--- config.mk ---
export PLATFORM = sky130hd
export DESIGN_NAME = uart_tx_flat
export DESIGN_NICKNAME = d
export VERILOG_FILES = /design/src/rtl/uart_16550_regs_pkg.sv /design/src/rtl/uart_tx_if.sv /design/src/rtl/uart_sync_fifo.sv /design/src/rtl/uart_tx.sv /design/src/flat_wrapper.sv
export SDC_FILE = /design/constraint.sdc
export NUM_CORES = 1
export LEC_CHECK = 0
export ABC_AREA = 1
export CAP_MARGIN = 20
export CORE_UTILIZATION = 35
export DETAILED_ROUTE_END_ITERATION = 8
export GPL_TIMING_DRIVEN = 1
export MAX_ROUTING_LAYER = met4
export SLEW_MARGIN = 0
export SYNTH_ARGS = -nofsm -noshare
export SYNTH_HDL_FRONTEND = slang
export SYNTH_SLANG_ARGS = --single-unit
--- constraint.sdc ---
create_clock -name clk -period 3.2 [get_ports clk]
set_input_delay 0.32 -clock clk [delete_from_list [all_inputs] [get_ports clk]]
set_output_delay 0.32 -clock clk [all_outputs]
set_load 0.05 [all_outputs]
--- src/rtl/uart_16550_regs_pkg.sv ---
// Shared UART definitions: transmit state encoding, oversample ratio and stop-bit lengths.
// Used by the transmit path; the RX path reuses the same constants.
package uart_16550_regs_pkg;

    typedef enum logic [2:0] {
        IDLE,
        START,
        DATA,
        PARITY,
        STOP
    } uart_tx_state_t;

    localparam int UART_OVERSAMPLE   = 16;
    localparam int UART_STOP_TICKS_1 = 16;
    localparam int UART_STOP_TICKS_1P5 = 24;
    localparam int UART_STOP_TICKS_2 = 32;

    // Index of the final baud tick of the stop period for the latched LCR settings.
    function automatic logic [5:0] uart_stop_last_tick(input logic stb, input logic [1:0] wls);
        if (!stb) begin
            return 6'(UART_STOP_TICKS_1 - 1);
        end else if (wls == 2'd0) begin
            return 6'(UART_STOP_TICKS_1P5 - 1);
        end
        return 6'(UART_STOP_TICKS_2 - 1);
    endfunction

endpackage

--- src/rtl/uart_tx_if.sv ---
// Write/status bus between the register front end (master) and the transmit path (slave).
interface uart_tx_if #(
    parameter int CNT_W = 5
);
    logic             wr_en;
    logic [7:0]       wr_data;
    logic             tx_ready;
    logic             thr_empty;
    logic             tx_empty;
    logic [CNT_W-1:0] tx_count;

    modport master (
        output wr_en,
        output wr_data,
        input  tx_ready,
        input  thr_empty,
        input  tx_empty,
        input  tx_count
    );

    modport slave (
        input  wr_en,
        input  wr_data,
        output tx_ready,
        output thr_empty,
        output tx_empty,
        output tx_count
    );
endinterface

--- src/rtl/uart_sync_fifo.sv ---
// Synchronous FIFO with push/pop/clear; a push into a full FIFO is accepted only
// when a pop frees a slot in the same cycle. Shared by the TX and RX paths.
module uart_sync_fifo #(
    parameter int DATA_W = 8,
    parameter int DEPTH  = 16,
    parameter int CNT_W  = $clog2(DEPTH) + 1
) (
    input  logic              clk,
    input  logic              rst,
    input  logic              push_i,
    input  logic              pop_i,
    input  logic              clr_i,
    input  logic [DATA_W-1:0] din_i,
    output logic [DATA_W-1:0] dout_o,
    output logic [CNT_W-1:0]  count_o,
    output logic              full_o,
    output logic              empty_o
);
    localparam int PTR_W = $clog2(DEPTH);

    logic [DATA_W-1:0] mem_q [DEPTH];
    logic [PTR_W-1:0]  wr_ptr_q, wr_ptr_d;
    logic [PTR_W-1:0]  rd_ptr_q, rd_ptr_d;
    logic [CNT_W-1:0]  count_q, count_d;
    logic              do_push, do_pop;

    assign full_o  = (count_q == CNT_W'(DEPTH));
    assign empty_o = (count_q == '0);
    assign count_o = count_q;
    assign dout_o  = mem_q[rd_ptr_q];

    assign do_pop  = pop_i && !empty_o;
    assign do_push = push_i && (!full_o || do_pop);

    always_comb begin
        wr_ptr_d = wr_ptr_q;
        rd_ptr_d = rd_ptr_q;
        count_d  = count_q;
        if (clr_i) begin
            wr_ptr_d = '0;
            rd_ptr_d = '0;
            count_d  = '0;
        end else begin
            if (do_push) begin
                wr_ptr_d = wr_ptr_q + PTR_W'(1);
            end
            if (do_pop) begin
                rd_ptr_d = rd_ptr_q + PTR_W'(1);
            end
            if (do_push && !do_pop) begin
                count_d = count_q + CNT_W'(1);
            end else if (do_pop && !do_push) begin
                count_d = count_q - CNT_W'(1);
            end
        end
    end

    always_ff @(posedge clk or posedge rst) begin
        if (rst) begin
            wr_ptr_q <= '0;
            rd_ptr_q <= '0;
            count_q  <= '0;
        end else begin
            wr_ptr_q <= wr_ptr_d;
            rd_ptr_q <= rd_ptr_d;
            count_q  <= count_d;
        end
    end

    always_ff @(posedge clk) begin
        if (do_push && !clr_i) begin
            mem_q[wr_ptr_q] <= din_i;
        end
    end

endmodule

--- src/rtl/uart_tx.sv ---
// 16550 transmit path: THR buffer plus start/data/parity/stop serializer on 16x baud ticks.
// Define UART_TX_FIFO_EN to build the FIFO_DEPTH-entry FIFO; otherwise a single holding register.
module uart_tx
    import uart_16550_regs_pkg::*;
#(
    parameter int FIFO_DEPTH = 16,
    parameter int CNT_W      = $clog2(FIFO_DEPTH) + 1
) (
    input  logic       clk,
    input  logic       rst,
    input  logic       baud_tick,
    input  logic [1:0] wls,
    input  logic       stb,
    input  logic       pen,
    input  logic       eps,
    input  logic       stick,
    input  logic       set_break,
    input  logic       fifo_en,
    input  logic       tx_fifo_clr,
    output logic       tx,
    uart_tx_if.slave   bus
);
    localparam logic [3:0] TICK_LAST = 4'(UART_OVERSAMPLE - 1);

    uart_tx_state_t   state_q, state_d;
    logic [3:0]       tick_q, tick_d;
    logic [2:0]       bit_q, bit_d;
    logic             tx_q, tx_d;
    logic [7:0]       shift_q, shift_d;
    logic [1:0]       wls_q, wls_d;
    logic             stb_q, stb_d;
    logic             pen_q, pen_d;
    logic             par_q, par_d;

    logic             fifo_pop;
    logic             fifo_push;
    logic             fifo_empty;
    logic [7:0]       fifo_dout;
    logic [CNT_W-1:0] fifo_count;

    function automatic logic calc_parity(input logic [7:0] d, input logic [1:0] w,
                                         input logic e, input logic s);
        logic [7:0] mask;
        logic       x;
        mask = 8'hFF >> (2'd3 - w);
        x    = ^(d & mask);
        if (s) begin
            return ~e;
        end
        return e ? x : ~x;
    endfunction

`ifdef UART_TX_FIFO_EN
    logic fifo_en_q;
    logic fifo_clr;
    logic fifo_full;

    // A change of fifo_en is detected against last cycle's value and flushes the buffer.
    always_ff @(posedge clk) begin
        fifo_en_q <= fifo_en;
    end

    assign fifo_clr  = tx_fifo_clr || (fifo_en != fifo_en_q);
    assign fifo_push = bus.wr_en && !fifo_clr &&
                       (fifo_en ? (!fifo_full || fifo_pop) : (fifo_empty || fifo_pop));

    uart_sync_fifo #(
        .DATA_W (8),
        .DEPTH  (FIFO_DEPTH),
        .CNT_W  (CNT_W)
    ) u_fifo (
        .clk     (clk),
        .rst     (rst),
        .push_i  (fifo_push),
        .pop_i   (fifo_pop),
        .clr_i   (fifo_clr),
        .din_i   (bus.wr_data),
        .dout_o  (fifo_dout),
        .count_o (fifo_count),
        .full_o  (fifo_full),
        .empty_o (fifo_empty)
    );

    assign bus.tx_ready = fifo_en ? !fifo_full : fifo_empty;
`else
    logic [7:0] hold_q;
    logic       hold_vld_q;
    logic       unused_fifo_ctrl;

    assign unused_fifo_ctrl = fifo_en ^ tx_fifo_clr;
    assign fifo_push        = bus.wr_en && (!hold_vld_q || fifo_pop);

    always_ff @(posedge clk or posedge rst) begin
        if (rst) begin
            hold_vld_q <= 1'b0;
        end else if (fifo_push) begin
            hold_vld_q <= 1'b1;
        end else if (fifo_pop) begin
            hold_vld_q <= 1'b0;
        end
    end

    always_ff @(posedge clk) begin
        if (fifo_push) begin
            hold_q <= bus.wr_data;
        end
    end

    assign fifo_dout    = hold_q;
    assign fifo_empty   = !hold_vld_q;
    assign fifo_count   = CNT_W'(hold_vld_q);
    assign bus.tx_ready = !hold_vld_q;
`endif

    assign bus.thr_empty = fifo_empty;
    assign bus.tx_empty  = fifo_empty && (state_q == IDLE);
    assign bus.tx_count  = fifo_count;
    assign tx            = tx_q;

    always_comb begin
        state_d  = state_q;
        tick_d   = tick_q;
        bit_d    = bit_q;
        shift_d  = shift_q;
        wls_d    = wls_q;
        stb_d    = stb_q;
        pen_d    = pen_q;
        par_d    = par_q;
        fifo_pop = 1'b0;
        tx_d     = 1'b1;

        case (state_q)
            IDLE: begin
                if (!fifo_empty) begin
                    fifo_pop = 1'b1;
                    shift_d  = fifo_dout;
                    wls_d    = wls;
                    stb_d    = stb;
                    pen_d    = pen;
                    par_d    = calc_parity(fifo_dout, wls, eps, stick);
                    tick_d   = '0;
                    bit_d    = '0;
                    state_d  = START;
                end
            end
            START: begin
                if (baud_tick) begin
                    tick_d = tick_q + 4'd1;
                    if (tick_q == TICK_LAST) begin
                        bit_d   = '0;
                        state_d = DATA;
                    end
                end
            end
            DATA: begin
                if (baud_tick) begin
                    tick_d = tick_q + 4'd1;
                    if (tick_q == TICK_LAST) begin
                        shift_d = shift_q >> 1;
                        if (bit_q == (3'd4 + {1'b0, wls_q})) begin
                            bit_d   = '0;
                            state_d = pen_q ? PARITY : STOP;
                        end else begin
                            bit_d = bit_q + 3'd1;
                        end
                    end
                end
            end
            PARITY: begin
                if (baud_tick) begin
                    tick_d = tick_q + 4'd1;
                    if (tick_q == TICK_LAST) begin
                        bit_d   = '0;
                        state_d = STOP;
                    end
                end
            end
            STOP: begin
                // Stop periods exceed one bit, so bit_q extends the tick counter here.
                if (baud_tick) begin
                    tick_d = tick_q + 4'd1;
                    if ({bit_q[1:0], tick_q} == uart_stop_last_tick(stb_q, wls_q)) begin
                        tick_d  = '0;
                        bit_d   = '0;
                        state_d = IDLE;
                    end else if (tick_q == TICK_LAST) begin
                        bit_d = bit_q + 3'd1;
                    end
                end
            end
            default: begin
                state_d = IDLE;
            end
        endcase

        case (state_d)
            START:   tx_d = 1'b0;
            DATA:    tx_d = shift_d[0];
            PARITY:  tx_d = par_d;
            default: tx_d = 1'b1;
        endcase
        if (set_break) begin
            tx_d = 1'b0;
        end
    end

    always_ff @(posedge clk or posedge rst) begin
        if (rst) begin
            state_q <= IDLE;
            tick_q  <= '0;
            bit_q   <= '0;
            tx_q    <= 1'b1;
        end else begin
            state_q <= state_d;
            tick_q  <= tick_d;
            bit_q   <= bit_d;
            tx_q    <= tx_d;
        end
    end

    always_ff @(posedge clk) begin
        shift_q <= shift_d;
        wls_q   <= wls_d;
        stb_q   <= stb_d;
        pen_q   <= pen_d;
        par_q   <= par_d;
    end

endmodule

--- src/flat_wrapper.sv ---
// flat-port wrapper written by rule: the top's interface ports become plain ports
module uart_tx_flat import uart_16550_regs_pkg::*;
#(
    parameter int FIFO_DEPTH = 16,
    parameter int CNT_W      = $clog2(FIFO_DEPTH) + 1
)
  (clk, rst, baud_tick, wls, stb, pen, eps, stick, set_break, fifo_en, tx_fifo_clr, tx, bus_wr_en, bus_wr_data, bus_tx_ready, bus_thr_empty, bus_tx_empty, bus_tx_count);
  uart_tx_if #(.CNT_W(CNT_W)) bus_i ();
  input  logic clk;
  input  logic rst;
  input  logic baud_tick;
  input  logic [1:0] wls;
  input  logic stb;
  input  logic pen;
  input  logic eps;
  input  logic stick;
  input  logic set_break;
  input  logic fifo_en;
  input  logic tx_fifo_clr;
  output logic tx;
  input wire logic [$bits(bus_i.wr_en)-1:0] bus_wr_en;
  input wire logic [$bits(bus_i.wr_data)-1:0] bus_wr_data;
  output wire logic [$bits(bus_i.tx_ready)-1:0] bus_tx_ready;
  output wire logic [$bits(bus_i.thr_empty)-1:0] bus_thr_empty;
  output wire logic [$bits(bus_i.tx_empty)-1:0] bus_tx_empty;
  output wire logic [$bits(bus_i.tx_count)-1:0] bus_tx_count;
  assign bus_i.wr_en = bus_wr_en;
  assign bus_i.wr_data = bus_wr_data;
  assign bus_tx_ready = bus_i.tx_ready;
  assign bus_thr_empty = bus_i.thr_empty;
  assign bus_tx_empty = bus_i.tx_empty;
  assign bus_tx_count = bus_i.tx_count;
  uart_tx #(.FIFO_DEPTH(FIFO_DEPTH), .CNT_W(CNT_W)) u_core (.clk(clk), .rst(rst), .baud_tick(baud_tick), .wls(wls), .stb(stb), .pen(pen), .eps(eps), .stick(stick), .set_break(set_break), .fifo_en(fifo_en), .tx_fifo_clr(tx_fifo_clr), .tx(tx), .bus(bus_i));
endmodule
==> flow_summary.toml <==
[routing]
via_count = 1328
drt_wl_total_um = 3160
drt.antenna.violating_nets = 0
vias_per_cell = 4.58
dr.pass1.iters = 6
drt-initial-drc-count = 51
drt-wirelength-per-cell_um = 10.9
drc_errors = 0

[worst_setup_path]
arrival_ps = 1960
critPathLaunch = "u_core.state_q[1]"
startpoint_type = "flop"
path_class = "flop to primary output"
end_kind = "primary output"
worstPathMaxFanout = 4
r2r-start = "u_core.tick_q[1]"
crit_required_ps = 2880

[placement]
gp_congestion = 0.760
port-buffer-count = 23
place_area_um2 = 2040
dp_hpwl_um = 2440

[grt]
grt_pass1_vias = 1265
grt_usage_pct = 14.5
grt_pass1_wl_um = 5580
grt_max_degree = 15
grt_antenna_before_repair = 0
grt.overflow.total = 0

[cts]
post_cts_buffers = 0
cts.path.max_buffers = 2
post_cts_resized = 0
htreeDepth = 2
clk_latency_ps = 280
clk_pin_slew_ps = 70
numCtsBuffers = 5
cts_root_buf = "clkbuf_8"
cts_tree = "yes"
holdBufCountCts = 0
cts_sinks = 33

[sta]
fin_tns_setup_ps = 0
finalCritPeriodShare_pct = 71.3
fin_skew_ps = 3.05
fmax_ghz = 0.438
maxSlewViolCount = 0
rsz0062_at_grt = "false"
tightest_slew_ps = 782
hold_ws_ps = 351
timing.slew.headroom_pct = 47.8
hold_viol_final = 0
period_minus_slack_ps = 2280
setup_viol = 0

[logic_synthesis]
synth_top_area_share_pct = 32.3
synth_flop_cell = "edfxtp_1"
synthCells = 196
synth.avg_cell_area_um2 = 9.00
synth-seq-cells = 33
synth_top_area_cell = "edfxtp_1"
netlist-cell-type-count = 34
synth_most_common_cell = "nand2_1"
ys_top_cells_by_count = "nand2_1 (39), inv_1 (30), edfxtp_1 (19)"
async_flop_share_pct = 36.4
synth.cell_area_um2 = 1760
yosys_warnings = 0
netlist_top_cells_area = "edfxtp_1 (32%), dfrtp_1 (16%), nand2_1 (8.3%), inv_1 (6.4%), nand3_1 (5.1%)"
yosysSeqAreaShare_pct = 51.7
synth_edf_count = 19

[die]
core_um2 = 4790
start_util_pct = 36.9
die_height_um = 73.0
die-area_um2 = 5330
io_pins = 30
die_w_um = 73.0
rows = 25

[layout]
drive_gt1_share_pct = 10.8
fin_area_um2 = 2150
fin_nets = 245
final_util_pct = 44.8
antennaDiodeCount = 0
syn2layout_area_growth_pct = 21.6

[power]
power_density_nw_per_um2 = 765
p_leak_nw = 0.951
ir_worst_vdd_uv = 457

[job]
max_cap_viol_count = 0

[run_status]
outcome = "finished clean"

[worst_hold_path]
hp-class = "input port to asynchronous set/reset pin"
[layout make-up]
type,count,area [µm²]
clock buffers,6,72.6
clock inverters,2,33.8
fillers,479,2640
inverters,35,131
multi-input cells,123,674
flip-flops and latches,33,912
well taps,67,83.8
repair buffers,24,238
[state kept, by name, summed over array words and instances (netlist names)]
signal and cells:
u_core.bit_q 3, u_core.fifo_dout 8, u_core.hold_vld_q 1, u_core.par_q 1
u_core.pen_q 1, u_core.shift_q 8, u_core.state_q 3, u_core.stb_q 1
u_core.tick_q 4, u_core.tx 1, u_core.wls_q 2
[cell families (layout without fill, tap and decap cells)]
logic type / count (synthesis) / count (layout) / share of synthesized area (%)
flip-flops: 33 / 33 / 51.7
AND/OR/NAND/NOR: 81 / 81 / 22.2
multiplexers: 1 / 1 / 0.567
adder cells (fa/ha/maj): 2 / 2 / 1.42
buffers and inverters: 43 / 67 / 10.7
other: 1 / 4 / 0.213
AO/OA/AOI/OAI: 30 / 30 / 10.7
XOR/XNOR: 5 / 5 / 2.48
[worst max-delay path, stage by stage, from the launching register on]
cell	delay, ps
dfrtp_1	420
inv_2	100
nand2_4	70
nor2_4	130
nand2_1	100
inv_1	60
clkdlybuf4s50_1	790
[cells in the final DEF, fill, tap and decap left out, types with 5 or more instances in the layout]
cell type and instances:
inv_2 5, clkbuf_8 5, o21ai_0 9, nand2_1 39, clkdlybuf4s50_1 23, dfrtp_1 11
a21oi_1 10, nand3_1 18, nor2_1 7, edfxtp_1 19, inv_1 30
[power by group]
part,leakage (nW),switching [mW],internal (mW),total [mW]
Sequential,0.338,0.0712,0.595,0.666
Clock,0.0528,0.153,0.230,0.382
Combinational,0.560,0.384,0.209,0.592
Total,0.951,0.608,1.03,1.64
[final timing paths]
check	to	slack, ps	cells after the start
min in group clk	u_core.shift_q[0]	470	2
max in group asynchronous	u_core.tx	2500	2
min reg2reg	u_core.shift_q[0]	470	2
min	u_core.bit_q[1]	350	2
max reg2reg	u_core.tx	1270	9
max	bus_tx_empty	920	6
[layer usage]
layer  wire [µm]  track usage [%]  vias to the layer above
met3         134             4.70                        6
met2        1410             21.3                       26
met1        1560             18.9                      607
li1            -                -                      689
met5           0                -                        -
met4          52             5.01                        0
[stage by stage]
step                      power, mW  cells  setup WS (ps)
after floorplan                1.13    199           1660
after global placement         1.26    282           1110
after detailed placement       1.27    282           1080
after CTS                      1.66    290            895
after global routing           1.77    290            814
final                          1.64    290            918
No activity file was read; power rests on OpenSTA's default activity.
